==> src/rtl/fadd_pkg.sv <==
// ---------------------------------------------------------------------------
// fadd_pkg : constants and types shared by the single-precision adder back end.
//   - rounding-mode encodings (RM_RNE / RM_RTZ / RM_RDN / RM_RUP)
//   - FSM state encoding for fadd_norm
//   - IEEE single-precision field constants (EXP_MAX, BIAS)
// ---------------------------------------------------------------------------
package fadd_pkg;

  localparam logic [7:0] EXP_MAX = 8'hFF;
  localparam int         BIAS    = 127;

  localparam logic [1:0] RM_RNE = 2'b00;  // round to nearest, ties to even
  localparam logic [1:0] RM_RTZ = 2'b01;  // round toward zero
  localparam logic [1:0] RM_RDN = 2'b10;  // round toward -inf
  localparam logic [1:0] RM_RUP = 2'b11;  // round toward +inf

  typedef enum logic [1:0] {
    ST_IDLE  = 2'b00,
    ST_NORM  = 2'b01,
    ST_ROUND = 2'b10,
    ST_DONE  = 2'b11
  } state_e;

endpackage

==> src/rtl/fadd_round.sv <==
// ---------------------------------------------------------------------------
// fadd_round : combinational rounding and packing for the adder back end.
// Ports:
//   frac     in  27-bit normalized mantissa {hidden, frac[22:0], G, R, S}
//   exp      in  biased exponent, two extra bits of headroom (0 = denormal)
//   sign     in  result sign (zero-result sign already resolved by caller)
//   rm       in  rounding mode (see fadd_pkg)
//   s        out packed IEEE result
//   inexact  out G|R|S nonzero before rounding
//   overflow out final exponent reached all-ones
// ---------------------------------------------------------------------------
module fadd_round
  import fadd_pkg::*;
#(
  parameter int EXP_W  = 8,
  parameter int FRAC_W = 23
) (
  input  logic [FRAC_W+3:0]      frac,
  input  logic [EXP_W+1:0]       exp,
  input  logic                   sign,
  input  logic [1:0]             rm,
  output logic [EXP_W+FRAC_W:0]  s,
  output logic                   inexact,
  output logic                   overflow
);

  localparam int XW = EXP_W + 2;
  localparam int MW = FRAC_W + 1;
  localparam logic [XW-1:0] ONE_X  = {{(XW-1){1'b0}}, 1'b1};
  localparam logic [XW-1:0] ZERO_X = {XW{1'b0}};
  localparam logic [XW-1:0] MAX_X  = {2'b00, {EXP_W{1'b1}}};

  logic              g_s, rs_s, lsb_s, inc_s, to_inf_s;
  logic [MW:0]       sum_s;
  logic [XW-1:0]     exp_norm_s, exp_fin_s;
  logic [FRAC_W-1:0] frac_fin_s;

  // Round increment, mantissa add, exponent adjust and overflow packing.
  always_comb begin
    g_s   = frac[2];
    rs_s  = frac[1] | frac[0];
    lsb_s = frac[3];

    case (rm)
      RM_RNE:  inc_s = g_s & (rs_s | lsb_s);
      RM_RTZ:  inc_s = 1'b0;
      RM_RDN:  inc_s = sign & (g_s | rs_s);
      RM_RUP:  inc_s = ~sign & (g_s | rs_s);
      default: inc_s = 1'b0;
    endcase

    sum_s = {1'b0, frac[FRAC_W+3:3]} + {{MW{1'b0}}, inc_s};

    // A normal mantissa sitting at exponent 0 (denormal operands that carried
    // into the hidden bit) really lives at exponent 1.
    if (frac[FRAC_W+3]) begin
      exp_norm_s = (exp == ZERO_X) ? ONE_X : exp;
    end else begin
      exp_norm_s = ZERO_X;
    end

    if (sum_s[MW]) begin
      exp_fin_s  = exp_norm_s + ONE_X;
      frac_fin_s = sum_s[FRAC_W:1];
    end else if (!frac[FRAC_W+3] && sum_s[FRAC_W]) begin
      // denormal rounded up into the hidden bit
      exp_fin_s  = ONE_X;
      frac_fin_s = sum_s[FRAC_W-1:0];
    end else begin
      exp_fin_s  = exp_norm_s;
      frac_fin_s = sum_s[FRAC_W-1:0];
    end

    inexact  = g_s | rs_s;
    to_inf_s = (rm == RM_RNE) | ((rm == RM_RUP) & ~sign) | ((rm == RM_RDN) & sign);

    if (exp_fin_s >= MAX_X) begin
      overflow = 1'b1;
      if (to_inf_s) begin
        s = {sign, {EXP_W{1'b1}}, {FRAC_W{1'b0}}};
      end else begin
        s = {sign, {{(EXP_W-1){1'b1}}, 1'b0}, {FRAC_W{1'b1}}};
      end
    end else begin
      overflow = 1'b0;
      s        = {sign, exp_fin_s[EXP_W-1:0], frac_fin_s};
    end
  end

endmodule

==> src/rtl/fadd_norm.sv <==
// ---------------------------------------------------------------------------
// fadd_norm : normalize / round / pack back end of the single-precision adder.
// Ports:
//   clk, rst                 clock, asynchronous active-high reset
//   in_valid / in_ready      input bundle handshake
//   cal_frac                 raw sum {carry, hidden, frac, G, R, S}
//   temp_exp, sign, op_sub   exponent/sign of larger operand, effective sub
//   rm                       rounding mode
//   is_inf_nan, inf_nan_frac special-operand bypass and its fraction
//   out_valid / out_ready    result handshake
//   s, inexact, overflow     packed result and flags (held while out_valid)
// Build option: FADD_NORM_FAST_LZC_EN -- single-cycle normalize using a
// leading-zero count; results are identical, only latency changes.
// ---------------------------------------------------------------------------
module fadd_norm
  import fadd_pkg::*;
#(
  parameter int EXP_W  = 8,
  parameter int FRAC_W = 23
) (
  input  logic                   clk,
  input  logic                   rst,
  input  logic                   in_valid,
  output logic                   in_ready,
  input  logic [FRAC_W+4:0]      cal_frac,
  input  logic [EXP_W-1:0]       temp_exp,
  input  logic                   sign,
  input  logic                   op_sub,
  input  logic [1:0]             rm,
  input  logic                   is_inf_nan,
  input  logic [FRAC_W-1:0]      inf_nan_frac,
  output logic                   out_valid,
  input  logic                   out_ready,
  output logic [EXP_W+FRAC_W:0]  s,
  output logic                   inexact,
  output logic                   overflow
);

  localparam int CW = FRAC_W + 5;
  localparam int XW = EXP_W + 2;
  localparam logic [XW-1:0] ONE_X = {{(XW-1){1'b0}}, 1'b1};

  state_e                state_r, state_nxt_s;
  logic [CW-1:0]         frac_r, frac_nrm_s;
  logic [XW-1:0]         exp_r, exp_nrm_s;
  logic                  sign_r, op_sub_r, inexact_r, overflow_r;
  logic [1:0]            rm_r;
  logic [EXP_W+FRAC_W:0] s_r, rnd_pack_s;
  logic                  rnd_inexact_s, rnd_overflow_s, rnd_sign_s;
  logic                  zero_s, norm_done_s;

  assign zero_s = (frac_r == {CW{1'b0}});

`ifdef FADD_NORM_FAST_LZC_EN
  logic [XW-1:0] lz_s, max_sh_s, sh_s;

  // Whole normalization in one step: shift by min(leading zeros, exp-1).
  always_comb begin
    lz_s = XW'(CW - 1);
    for (int i = 0; i < CW - 1; i++) begin
      if (frac_r[i]) begin
        lz_s = XW'(CW - 2 - i);
      end else begin
        lz_s = lz_s;
      end
    end
    max_sh_s    = (exp_r > ONE_X) ? (exp_r - ONE_X) : {XW{1'b0}};
    sh_s        = (lz_s < max_sh_s) ? lz_s : max_sh_s;
    norm_done_s = 1'b1;
    if (frac_r[CW-1]) begin
      frac_nrm_s = {1'b0, frac_r[CW-1:2], frac_r[1] | frac_r[0]};
      exp_nrm_s  = exp_r + ONE_X;
    end else if (zero_s) begin
      frac_nrm_s = frac_r;
      exp_nrm_s  = exp_r;
    end else begin
      frac_nrm_s = frac_r << sh_s;
      exp_nrm_s  = exp_r - sh_s;
    end
  end
`else
  // One normalization action per cycle; left shifts stop at exponent 1.
  always_comb begin
    frac_nrm_s  = frac_r;
    exp_nrm_s   = exp_r;
    norm_done_s = 1'b1;
    if (frac_r[CW-1]) begin
      // carry-out: shift right, fold the dropped bit into sticky
      frac_nrm_s = {1'b0, frac_r[CW-1:2], frac_r[1] | frac_r[0]};
      exp_nrm_s  = exp_r + ONE_X;
    end else if (zero_s) begin
      norm_done_s = 1'b1;
    end else if (!frac_r[CW-2] && (exp_r > ONE_X)) begin
      frac_nrm_s  = {frac_r[CW-2:0], 1'b0};
      exp_nrm_s   = exp_r - ONE_X;
      norm_done_s = 1'b0;
    end else begin
      norm_done_s = 1'b1;
    end
  end
`endif

  // An exact zero from a subtraction takes +0 except when rounding down.
  always_comb begin
    if (zero_s && op_sub_r) begin
      rnd_sign_s = (rm_r == RM_RDN);
    end else begin
      rnd_sign_s = sign_r;
    end
  end

  fadd_round #(
    .EXP_W  (EXP_W),
    .FRAC_W (FRAC_W)
  ) u_round (
    .frac     (frac_r[CW-2:0]),
    .exp      (exp_r),
    .sign     (rnd_sign_s),
    .rm       (rm_r),
    .s        (rnd_pack_s),
    .inexact  (rnd_inexact_s),
    .overflow (rnd_overflow_s)
  );

  // FSM state register.
  always_ff @(posedge clk or posedge rst) begin
    if (rst) begin
      state_r <= ST_IDLE;
    end else begin
      state_r <= state_nxt_s;
    end
  end

  // FSM next-state logic.
  always_comb begin
    state_nxt_s = state_r;
    case (state_r)
      ST_IDLE: begin
        if (in_valid) begin
          state_nxt_s = is_inf_nan ? ST_DONE : ST_NORM;
        end else begin
          state_nxt_s = ST_IDLE;
        end
      end
      ST_NORM:  state_nxt_s = norm_done_s ? ST_ROUND : ST_NORM;
      ST_ROUND: state_nxt_s = ST_DONE;
      ST_DONE:  state_nxt_s = out_ready ? ST_IDLE : ST_DONE;
      default:  state_nxt_s = ST_IDLE;
    endcase
  end

  // FSM outputs: handshakes decode directly from the state register.
  always_comb begin
    in_ready  = (state_r == ST_IDLE);
    out_valid = (state_r == ST_DONE);
  end

  // Datapath registers: capture, normalize step, round result.
  always_ff @(posedge clk or posedge rst) begin
    if (rst) begin
      frac_r     <= {CW{1'b0}};
      exp_r      <= {XW{1'b0}};
      sign_r     <= 1'b0;
      op_sub_r   <= 1'b0;
      rm_r       <= 2'b00;
      s_r        <= {(EXP_W+FRAC_W+1){1'b0}};
      inexact_r  <= 1'b0;
      overflow_r <= 1'b0;
    end else begin
      case (state_r)
        ST_IDLE: begin
          if (in_valid) begin
            frac_r   <= cal_frac;
            exp_r    <= {2'b00, temp_exp};
            sign_r   <= sign;
            op_sub_r <= op_sub;
            rm_r     <= rm;
            if (is_inf_nan) begin
              s_r        <= {sign, {EXP_W{1'b1}}, inf_nan_frac};
              inexact_r  <= 1'b0;
              overflow_r <= 1'b0;
            end
          end
        end
        ST_NORM: begin
          frac_r <= frac_nrm_s;
          exp_r  <= exp_nrm_s;
        end
        ST_ROUND: begin
          s_r        <= rnd_pack_s;
          inexact_r  <= rnd_inexact_s;
          overflow_r <= rnd_overflow_s;
        end
        ST_DONE: begin
          s_r <= s_r;
        end
        default: begin
          frac_r <= {CW{1'b0}};
        end
      endcase
    end
  end

  assign s        = s_r;
  assign inexact  = inexact_r;
  assign overflow = overflow_r;

endmodule

==> config.mk <==
export PLATFORM = sky130hd
export DESIGN_NAME = fadd_norm
export DESIGN_NICKNAME = d
export VERILOG_FILES = /design/src/rtl/fadd_pkg.sv /design/src/rtl/fadd_round.sv /design/src/rtl/fadd_norm.sv
export SDC_FILE = /design/constraint.sdc
export NUM_CORES = 1
export LEC_CHECK = 0
export BUFFER_PORTS_ARGS = -buffer_cell sky130_fd_sc_hd__buf_4
export CAP_MARGIN = 40
export CORE_MARGIN = 2
export CORE_UTILIZATION = 56
export DETAILED_ROUTE_END_ITERATION = 16
export GPL_TIMING_DRIVEN = 1
export PLACE_DENSITY = 0.81
export SYNTH_ARGS = -nofsm -noshare
export SYNTH_HDL_FRONTEND = slang
export SYNTH_SLANG_ARGS = --single-unit
==> constraint.sdc <==
create_clock -name clk -period 6.75 [get_ports clk]
set_input_delay 2.025 -clock clk [delete_from_list [all_inputs] [get_ports clk]]
set_output_delay 2.025 -clock clk [all_outputs]
set_load 0.02 [all_outputs]
==> results.ini, run 1 <==
[critical_path]
crit_path_top_delay_cell=nor4_1
r2r.worst_path.cells=22
reg2reg_to=s[5]
critPathCaptureType=register
max_stage_delay_ns=0.70
worst_setup_path_start_kind=register
reg2reg_slack_ns=0.68
path_common_cell=ha_1
rr_startpoint=frac_r[26]
path_buf_inv=0
critical_path.top_delay_family=simple AND/OR/NAND/NOR gates
crit_fanout=17
crit_type=register to register
cp.arrival_ns=6.32
worstPathRequired_ns=7.00
crit_chain=nor4_1 > nand4_1 > nor3_1 > nor2b_1 > a31oi_1 > ha_1 > nor2_1 > nand2_1 > o21ai_0 > ha_1 > nand3_1 > nor2_1 > nand3_1 > nor4_1 > and3_1 > ha_1 > a21oi_1 > a221oi_1 > or3_1 > o21a_1 > nor3_2 > a311o_1

[sta]
max_freq_ghz=0.165
slew_violations=0
rsz0062_at_grt=false
hold_viol=0
period_needed_ns=6.07
finalClockSkew_ns=0.0107
final.period_utilization=0.900
fin_setup_tns_ns=0
slew_headroom=0.407
setup_violations=0
worstMarginPinSlew_ns=0.883

[logic_synthesis]
synth.cell_area_mm2=0.00528
ys_seq_area_frac=0.370
avgSynthCellArea_um2=8.08
synth-edff-count=0
synthArstFlopShare=1.00
ys_ff_latch=78
synth_ff_type=dfrtp_1
ys_warn_count=0
syn_nets=730
yosys.cell_types.count=60
synthCells=653

[floorplan]
start_util=0.574
core-area_mm2=0.00920
die_y_um=101
io_pins=104
die_x_um=101
die-area_mm2=0.0102
row_count=35

[grt]
grt-ovfl-total=0
grt_start_max_net_pins=51
grt_usage=0.321
antenna_found_initial=0
grt_pass1_wl_um=26100
grt_pass1_vias=4993

[placed_design]
dpl_cell_area_mm2=0.00599
place_inst=813
place_congestion=0.903
io_buffers=103
hpwl_um=11500

[detailed_routing]
wl_per_cell_um=19.5
drc=0
drt_iter0_markers=482
drt-pass1-iter-count=5
ant_nets=0
via_per_inst=6.67
drt_wl_total_um=16200
vias=5528

[clocking]
clkSinkCount=78
post-cts-setup-buffers=0
clock_path_buffers=2
postCtsHoldBufs=0
cts_tree=yes
cts_resized=0
numCtsBuffers=9
insertion_delay_ns=0.36
root_buffer=clkbuf_8
path_clk_slew_ns=0.09
cts.htree.levels=3

[pwr]
ir_drop_mv=0.245
fin_total_pwr_mw=2.89
power_frac_clock=0.125
p_switching_mw=1.44
p_leak_nw=2.78
power_switching_share=0.497
p_int_mw=1.46
power_density_mw_per_mm2=468
power_frac_comb=0.512
seqPwrFrac=0.364

[min_path]
min_to=s[0]
min_from=s[0]
hold_class=register to register
hold_path_depth=2

[final_layout]
final_util=0.672
stdcell_area_mm2=0.00618
nets=790
diodes=0
layoutNonFillerInstCount=829
drive_above_1_share=0.205
area_delta_synth_final_pct=17.2
fillCellCount=766

[status]
outcome=finished, final reports clean

[flow_run]
maxCapViolations=0

registers in the layout, indices dropped and copies added, names as in the netlist, 2 cells and up:
signal / count
rm_r: 2
exp_r: 10
state_r: 2
frac_r: 28
s: 32
worst reg2reg max path: cells and delay by family, from the launching register on:
family / cells / cell delay [ns]
AND/OR/NAND/NOR: 13 / 3.04
AO/OA/AOI/OAI: 6 / 1.64
adder cells (fa/ha/maj): 3 / 0.71
flip-flops: 1 / 0.60
metrics by stage:
stage / hold WS [ns] / setup WS [ns]
after global routing: 0.544 / 0.219
after global placement: 0.478 / 1.24
after detailed placement: 0.487 / 0.837
after CTS: 0.505 / 0.791
final: 0.502 / 0.675
after floorplan: 0.451 / 1.94
layout by cell type (no fill, tap or decap), drive strengths merged, types with 4 or more instances in the layout:
cell type / netlist / routed
buf: 23 / 113
nand2: 98 / 98
dfrtp: 78 / 78
o21ai: 55 / 55
a21oi: 42 / 42
nor2: 39 / 39
and3: 33 / 33
nand3: 26 / 26
a221oi: 26 / 26
nor3: 22 / 22
nand4: 13 / 13
inv: 12 / 13
a31oi: 11 / 11
xor2: 11 / 11
nor4: 10 / 10
xnor2: 9 / 9
ha: 9 / 9
clkbuf: 41 / 9
o22ai: 8 / 8
or3: 8 / 8
mux2i: 7 / 7
o211ai: 7 / 7
nor2b: 7 / 7
a211oi: 6 / 6
a32oi: 6 / 6
a221o: 4 / 4
a311o: 4 / 4
clkinv: 1 / 4
layer usage:
metal,track usage,up-vias,share of wire
met1,0.479,2619,0.44
met4,0.0821,0,0.021
met3,0.0527,42,0.095
met5,0,-,0
li1,-,2517,-
met2,0.487,350,0.45
logic make-up (layout without fill, tap and decap cells):
family                     after synthesis  in the layout  synth area share
buffers and inverters                   77            142            0.0633
adders and majority gates                9              9            0.0213
xor gates and xnor gates                20             20            0.0332
and+or+nand+nor                        268            268             0.252
DFF                                     78             78             0.370
AOI/OAI and AO/OA                      193            193             0.245
muxes                                    8              8            0.0154
cell usage after synthesis, types with 3 or more instances:
master / instances / area, µm²
dfrtp_1: 78 / 1950
a211oi_1: 6 / 45.0
o32ai_1: 3 / 26.3
nand4_1: 11 / 68.8
and2_1: 3 / 18.8
ha_1: 9 / 113
nand2_1: 98 / 368
a32oi_1: 6 / 52.6
clkbuf_1: 41 / 154
a21oi_1: 42 / 210
o22a_1: 3 / 26.3
nor2_1: 38 / 143
o211ai_1: 6 / 45.0
a311o_1: 4 / 40.0
nor3_1: 20 / 100
a221o_1: 4 / 40.0
buf_6: 3 / 33.8
o21ai_0: 53 / 265
nor2b_1: 7 / 43.8
and3_1: 33 / 206
inv_1: 12 / 45.0
xnor2_1: 9 / 78.8
buf_2: 18 / 90.1
xor2_1: 11 / 96.3
or3_1: 7 / 43.8
nor4_1: 10 / 62.6
a31oi_1: 11 / 68.8
a221oi_1: 26 / 228
mux2i_1: 7 / 70.1
nand3_1: 26 / 130
o22ai_1: 8 / 50.1
o21a_1: 3 / 22.5
final cells by class:
class | count | area, µm² | share of cell area
multi-input combinational | 498 | 3000 | 0.485
clock inverter | 7 | 72.6 | 0.0117
inverter | 13 | 48.8 | 0.00789
timing repair buffer | 113 | 848 | 0.137
sequential | 78 | 1950 | 0.316
tap | 111 | 139 | 0.0225
clock buffer | 9 | 124 | 0.0200
how the worst max path moves through the flow:
stage | startpoint | cells past startpoint | end | slack (ns)
global route | frac_r[26] | 22 | s[5] | 0.22
finish | frac_r[26] | 22 | s[5] | 0.68
global placement | frac_r[26] | 22 | s[5] | 1.24
CTS | frac_r[26] | 22 | s[5] | 0.79
detailed placement | frac_r[26] | 22 | s[5] | 0.84
floorplan | frac_r[10] | 24 | s[17] | 1.94
power by group through the flow:
stage	registers, mW	clock network (mW)	logic [mW]
6_report	1.05	0.361	1.48
5_1_grt	1.08	0.384	1.63
4_1_cts	1.03	0.361	1.47
3_5_place_dp	1.04	0	1.46
3_3_place_gp	1.02	0	1.42
2_1_floorplan	0.943	0	1.05
No activity file was read; power rests on OpenSTA's default activity.
==> run 2: changes to the inputs <==
--- a/config.mk
+++ b/config.mk
@@ -10,7 +10,7 @@
 export CORE_MARGIN = 2
 export CORE_UTILIZATION = 56
 export DETAILED_ROUTE_END_ITERATION = 16
-export GPL_TIMING_DRIVEN = 1
+export GPL_TIMING_DRIVEN = 0
 export PLACE_DENSITY = 0.81
 export SYNTH_ARGS = -nofsm -noshare
 export SYNTH_HDL_FRONTEND = slang
==> constraint.sdc (replaced) <==
create_clock -name clk -period 6.75 [get_ports clk]
set_input_delay 2.025 -clock clk [delete_from_list [all_inputs] [get_ports clk]]
set_output_delay 2.025 -clock clk [all_outputs]
set_load 0.01 [all_outputs]
==> results.ini, run 2 (synthesis results as in run 1) <==
[status]
outcome=finished, final reports clean

[flow_run]
maxCapViolations=0  ; unchanged

[final_layout]
fillCellCount=789  ; +3.0%
final_cell_mix=103 x buf_4, 98 x nand2_1, 78 x dfrtp_1
nets=846  ; +7.1%
area_delta_synth_final_pct=22.7
diodes=0  ; unchanged
stdcell_area_mm2=0.00647  ; +4.7%
seq_area_mm2=0.00195  ; unchanged
final_common_cell=buf_4
multi_input_area_mm2=0.00300  ; about the same
largest_register_ffs=32  ; unchanged
drive_above_1_share=0.205  ; +0.000691

[clocking]
clkSinkCount=78  ; unchanged
clock_path_buffers=2  ; unchanged
numCtsBuffers=9  ; unchanged
root_buffer=clkbuf_8
cts_tree=yes
path_clk_slew_ns=0.09  ; about the same
cts.htree.levels=3  ; unchanged
insertion_delay_ns=0.37  ; about the same

[sta]
rsz0062_at_grt=false
max_freq_ghz=0.160  ; -2.7%
setup_ws_ns=0.508  ; -0.167 ns
finalClockSkew_ns=0.0134  ; +0.00270 ns
fin_setup_tns_ns=0  ; unchanged
slew_headroom=0.423  ; +0.0160
final.period_utilization=0.925  ; +0.0248
period_needed_ns=6.24  ; +0.167 ns
hold_viol=0  ; unchanged
worstMarginPinSlew_ns=0.859  ; -0.0239 ns
slew_violations=0  ; unchanged
setup_violations=0  ; unchanged
holdWs_ns=0.506  ; +0.00398 ns

[detailed_routing]
via_per_inst=6.50  ; -2.5%
vias=5753  ; +4.1%
drt-pass1-iter-count=6  ; +1
drc=0  ; unchanged
ant_nets=0  ; unchanged
drt_iter0_markers=486  ; +0.83%
wl_per_cell_um=18.9  ; -3.4%
drt_wl_total_um=16700  ; +3.1%

[pwr]
p_leak_nw=2.92  ; +4.9%
power_density_mw_per_mm2=459  ; -1.9%
fin_total_pwr_mw=2.97  ; +2.7%
ir_drop_mv=0.210  ; -14%

[critical_path]
max_stage_delay_ns=0.64  ; -0.06 ns
path_buf_inv=1  ; +1
worst_setup_path_start_kind=register
crit_path_top_delay_cell=nor3_1
worstPathRequired_ns=6.97  ; -0.03 ns
crit_fanout=10  ; -7
critPathCaptureType=register
critical_path.top_delay_family=simple AND/OR/NAND/NOR gates
crit_chain=nor3_1 > nand4_1 > nor3_1 > nor2b_1 > a31oi_1 > ha_1 > nor2_1 > nand2_1 > o21ai_0 > ha_1 > nand3_1 > nor2_1 > nand3_1 > nor4_2 > and3_1 > ha_1 > a21oi_1 > a221oi_1 > or3_1 > o21ai_2 > buf_2 > nor3_1 > o22ai_1
crit_type=register to register
cp.arrival_ns=6.47  ; +0.15 ns

[placed_design]
dpl_cell_area_mm2=0.00622  ; +4.0%
place_congestion=0.914  ; +1.2%
io_buffers=103  ; unchanged
pre_cts_slack_ns=0.511  ; -0.325 ns
hpwl_um=12200  ; +6.2%

[floorplan]
die-area_mm2=0.0102  ; unchanged
row_count=35  ; unchanged
io_pins=104  ; unchanged
core-area_mm2=0.00920  ; unchanged
die_x_um=101  ; unchanged
die_y_um=101  ; unchanged
start_util=0.574  ; unchanged

[min_path]
hold_class=register to register

[grt]
grt_pass1_wl_um=26800  ; +2.8%
grt-ovfl-total=0  ; unchanged
antenna_found_initial=0  ; unchanged
grt_start_max_net_pins=49  ; -3.9%
grt_usage=0.333  ; +0.0115
grt_pass1_vias=5253  ; +5.2%

[run 2: cell count changes in the layout (fill, tap and decap cells not counted), sizes merged]
| cell | delta |
|---|---|
| buf | +15 |
| bufinv | +2 |
| clkbuf | +41 |
| clkinv | -1 |
| clkinvlp | -1 |
[run 2: through the flow]
stage / utilization / std cells
after CTS: 0.703 / 885
after global placement: 0.673 / 867
after global routing: 0.704 / 885
final: 0.704 / 885
after floorplan: - / 653
after detailed placement: 0.677 / 869
[run 2: timing repair]
| action | in CTS | in global routing |
|---|---|---|
| setup endpoints to repair | 0 | 16 |
| gates resized for setup | 0 | 1 |
| hold buffers | 0 | 0 |
| setup buffers | 0 | 0 |
[run 2: report_power, final]
group | leakage, nW | total, mW | internal (mW) | switching (mW)
Clock | 0.120 | 0.437 | 0.247 | 0.190
Sequential | 0.945 | 0.864 | 0.691 | 0.173
Combinational | 1.85 | 1.67 | 0.642 | 1.03
Total | 2.92 | 2.97 | 1.58 | 1.39
[run 2: worst min-delay path, cell delays in order, from the launching register on]
cell and delay [ns]:
dfrtp_1 0.36, nand2_1 0.05, o21ai_0 0.06
[run 2: path summary, 6_finish.rpt]
check | start | endpoint | slack, ns | depth (start not counted)
setup / recovery | frac_r[0] | s[18] | 0.51 | 23
hold / removal | overflow | overflow | 0.51 | 2
setup reg to reg | frac_r[0] | s[18] | 0.51 | 23
hold reg to reg | overflow | overflow | 0.51 | 2
max in group asynchronous | rst | exp_r[1] | 4.52 | 3
min in group asynchronous | rst | s[15] | 1.65 | 2
[run 2: layer usage]
layer,GRT usage,wire (µm),up-vias
met4,0.114,473,0
met2,0.519,7580,358
li1,-,-,2629
met1,0.479,7150,2717
met5,0,0,-
met3,0.0416,1490,49
[run 2: cell type report]
| class | instances | share of cell area |
|---|---|---|
| Sequential cell | 78 | 0.301 |
| Clock buffer | 9 | 0.0191 |
| Inverter | 13 | 0.00792 |
| Timing Repair Buffer | 105 | 0.124 |
| Clock inverter | 7 | 0.0186 |
| Buffer | 64 | 0.0441 |
| Multi-Input combinational cell | 498 | 0.463 |
| Tap cell | 111 | 0.0214 |
==> run 3: changes to the inputs <==
--- a/config.mk
+++ b/config.mk
@@ -8,10 +8,13 @@
 export BUFFER_PORTS_ARGS = -buffer_cell sky130_fd_sc_hd__buf_4
 export CAP_MARGIN = 40
 export CORE_MARGIN = 2
-export CORE_UTILIZATION = 56
+export CORE_UTILIZATION = 57
 export DETAILED_ROUTE_END_ITERATION = 16
+export GPL_ROUTABILITY_DRIVEN = 0
 export GPL_TIMING_DRIVEN = 0
 export PLACE_DENSITY = 0.81
+export SKIP_CTS_REPAIR_TIMING = 1
 export SYNTH_ARGS = -nofsm -noshare
 export SYNTH_HDL_FRONTEND = slang
+export SYNTH_HIERARCHICAL = 1
 export SYNTH_SLANG_ARGS = --single-unit
==> results.ini, run 3 <==
[clocking]
cts_tree=yes
path_clk_slew_ns=0.09  ; about the same
root_buffer=clkbuf_8
numCtsBuffers=9  ; unchanged
insertion_delay_ns=0.37  ; about the same
clkSinkCount=78  ; unchanged
clock_path_buffers=2  ; unchanged
cts.htree.levels=3  ; unchanged

[logic_synthesis]
yosys.cell_types.count=81  ; +35%
syn_nets=719  ; -1.5%
synth_area_leader_cell=dfrtp_1
yosys-top-cells-area=dfrtp_1 34%, mux2i_1 5.0%, a221o_1 4.7%
ys_seq_area_frac=0.339  ; -0.0309
synth_top_area_frac=0.339  ; -0.0309
synthTopCellsByCount=78 x dfrtp_1, 72 x nand2_1, 47 x o21ai_0
synth.cell_area_mm2=0.00576  ; +9.1%
ys_ff_latch=78  ; unchanged
synthCells=643  ; -1.5%
synth_ff_type=dfrtp_1
synthArstFlopShare=1.00  ; unchanged
ys_warn_count=6  ; +6
avgSynthCellArea_um2=8.96  ; +11%
synth-edff-count=0  ; unchanged
synth.most_common_cell=dfrtp_1

[sta]
worstMarginPinSlew_ns=0.818  ; -0.0411 ns
setup_ws_ns=1.10  ; +0.589 ns
fin_setup_tns_ns=0  ; unchanged
finalClockSkew_ns=0.0155  ; +0.00210 ns
hold_viol=0  ; unchanged
setup_violations=0  ; unchanged
period_needed_ns=5.65  ; -0.589 ns
slew_headroom=0.451  ; +0.0281
final.period_utilization=0.837  ; -0.0873
slew_violations=0  ; unchanged
rsz0062_at_grt=false
max_freq_ghz=0.177  ; +10%

[final_layout]
final_util=0.705  ; +0.00124
diodes=0  ; unchanged
fillCellCount=816  ; +3.4%
final_cell_mix=104 x buf_4, 78 x dfrtp_1, 72 x nand2_1
layoutNonFillerInstCount=896  ; +1.2%
seq_area_mm2=0.00195  ; unchanged
area_delta_synth_final_pct=19.7
nets=834  ; -1.4%
largest_register_ffs=32  ; unchanged
drive_above_1_share=0.244  ; +0.0383
final_common_cell=buf_4
multi_input_area_mm2=0.00348  ; +16%

[critical_path]
worstPathRequired_ns=7.03  ; +0.06 ns
crit_type=register to register
cp.arrival_ns=5.93  ; -0.54 ns
critPathCaptureType=register
worst_setup_path_start_kind=register
crit_fanout=10  ; unchanged

[floorplan]
die_x_um=105  ; +3.4%
die_y_um=105  ; +3.4%
die-area_mm2=0.0109  ; +6.9%
io_pins=104  ; unchanged
start_util=0.589  ; +0.0153
core-area_mm2=0.00977  ; +6.3%
row_count=36  ; +2.9%

[detailed_routing]
vias=5787  ; +0.59%
wl_per_cell_um=18.4  ; -2.6%
drt_iter0_markers=406  ; -16%
drt_wl_total_um=16500  ; -1.4%
ant_nets=0  ; unchanged
via_per_inst=6.46  ; -0.64%
drt-pass1-iter-count=8  ; +2
drc=0  ; unchanged

[grt]
grt-ovfl-total=0  ; unchanged
grt_usage=0.305  ; -0.0272
grt_start_max_net_pins=42  ; -14%
grt_pass1_wl_um=27400  ; +2.2%
grt_pass1_vias=5452  ; +3.8%
antenna_found_initial=0  ; unchanged

[placed_design]
io_buffers=102  ; -0.97%
hpwl_um=12300  ; +0.80%
place_inst=880  ; +1.3%
pre_cts_slack_ns=1.31  ; +0.803 ns

[pwr]
power_density_mw_per_mm2=443  ; -3.5%
ir_drop_mv=0.206  ; -2.2%
p_leak_nw=3.16  ; +8.1%
fin_total_pwr_mw=3.05  ; +2.8%

[min_path]
hold_class=register to register

[status]
outcome=finished, final reports clean

[flow_run]
maxCapViolations=0  ; unchanged

## run 3: layout make-up
class	instances	area share
flip-flops and latches	78	0.283
clock inverters	6	0.00544
multi-input cells	500	0.505
clock buffers	10	0.0200
repair buffers	104	0.115
inverters	17	0.00962
well taps	133	0.0241
plain buffers	48	0.0376
## run 3: report_power, final
group	internal (mW)	switching (mW)
Clock	0.141	0.179
Sequential	0.696	0.336
Combinational	0.776	0.925
Total	1.61	1.44
## run 3: metrics by stage
step,hold WS (ns),cell area [µm²]
5_1_grt,0.540,6890
3_3_place_gp,0.480,6690
4_1_cts,0.510,6890
3_5_place_dp,0.488,6720
2_1_floorplan,0.445,5760
6_report,0.500,6890
## run 3: logic make-up (layout without fill, tap and decap cells)
group                      count (synthesis)  in the layout  synth area share
AOI/OAI and AO/OA                        171            171             0.224
adders and majority gates                  8              8            0.0174
muxes                                     54             54             0.101
xor gates and xnor gates                  24             24            0.0365
buffers and inverters                     65            185            0.0560
DFF                                       78             78             0.339
and+or+nand+nor                          243            243             0.226
## run 3: routing by layer
metal	track usage	vias up	wire length, µm
met2	0.483	347	7520
met3	0.0388	33	1500
li1	-	2671	-
met4	0.0985	0	289
met5	0	-	0
met1	0.436	2736	7140
## run 3: path summary, 6_finish.rpt
check	slack, ns	to	from	cells past startpoint
hold / removal	0.50	sign_r	sign_r	2
setup reg to reg	1.10	s[21]	frac_r[7]	22
min in group asynchronous	1.68	s[31]	rst	2
setup / recovery	1.10	s[21]	frac_r[7]	22
hold reg to reg	0.50	sign_r	sign_r	2
max in group asynchronous	4.49	frac_r[19]	rst	3
## run 3: critical path: stages (launching register included)
cell,delay [ns]
dfrtp_1,0.53
nor4_1,0.37
and4_4,0.34
nand3_1,0.11
o21ai_0,0.49
inv_1,0.14
ha_1,0.32
inv_1,0.07
a31o_2,0.16
ha_1,0.20
nand4_1,0.21
nor4_1,0.66
and3_1,0.30
ha_1,0.24
nand4b_1,0.13
or3_1,0.12
a31oi_1,0.04
a31oi_1,0.25
nor2_2,0.14
buf_6,0.17
o41ai_1,0.40
nand2_1,0.08
o21ai_0,0.08
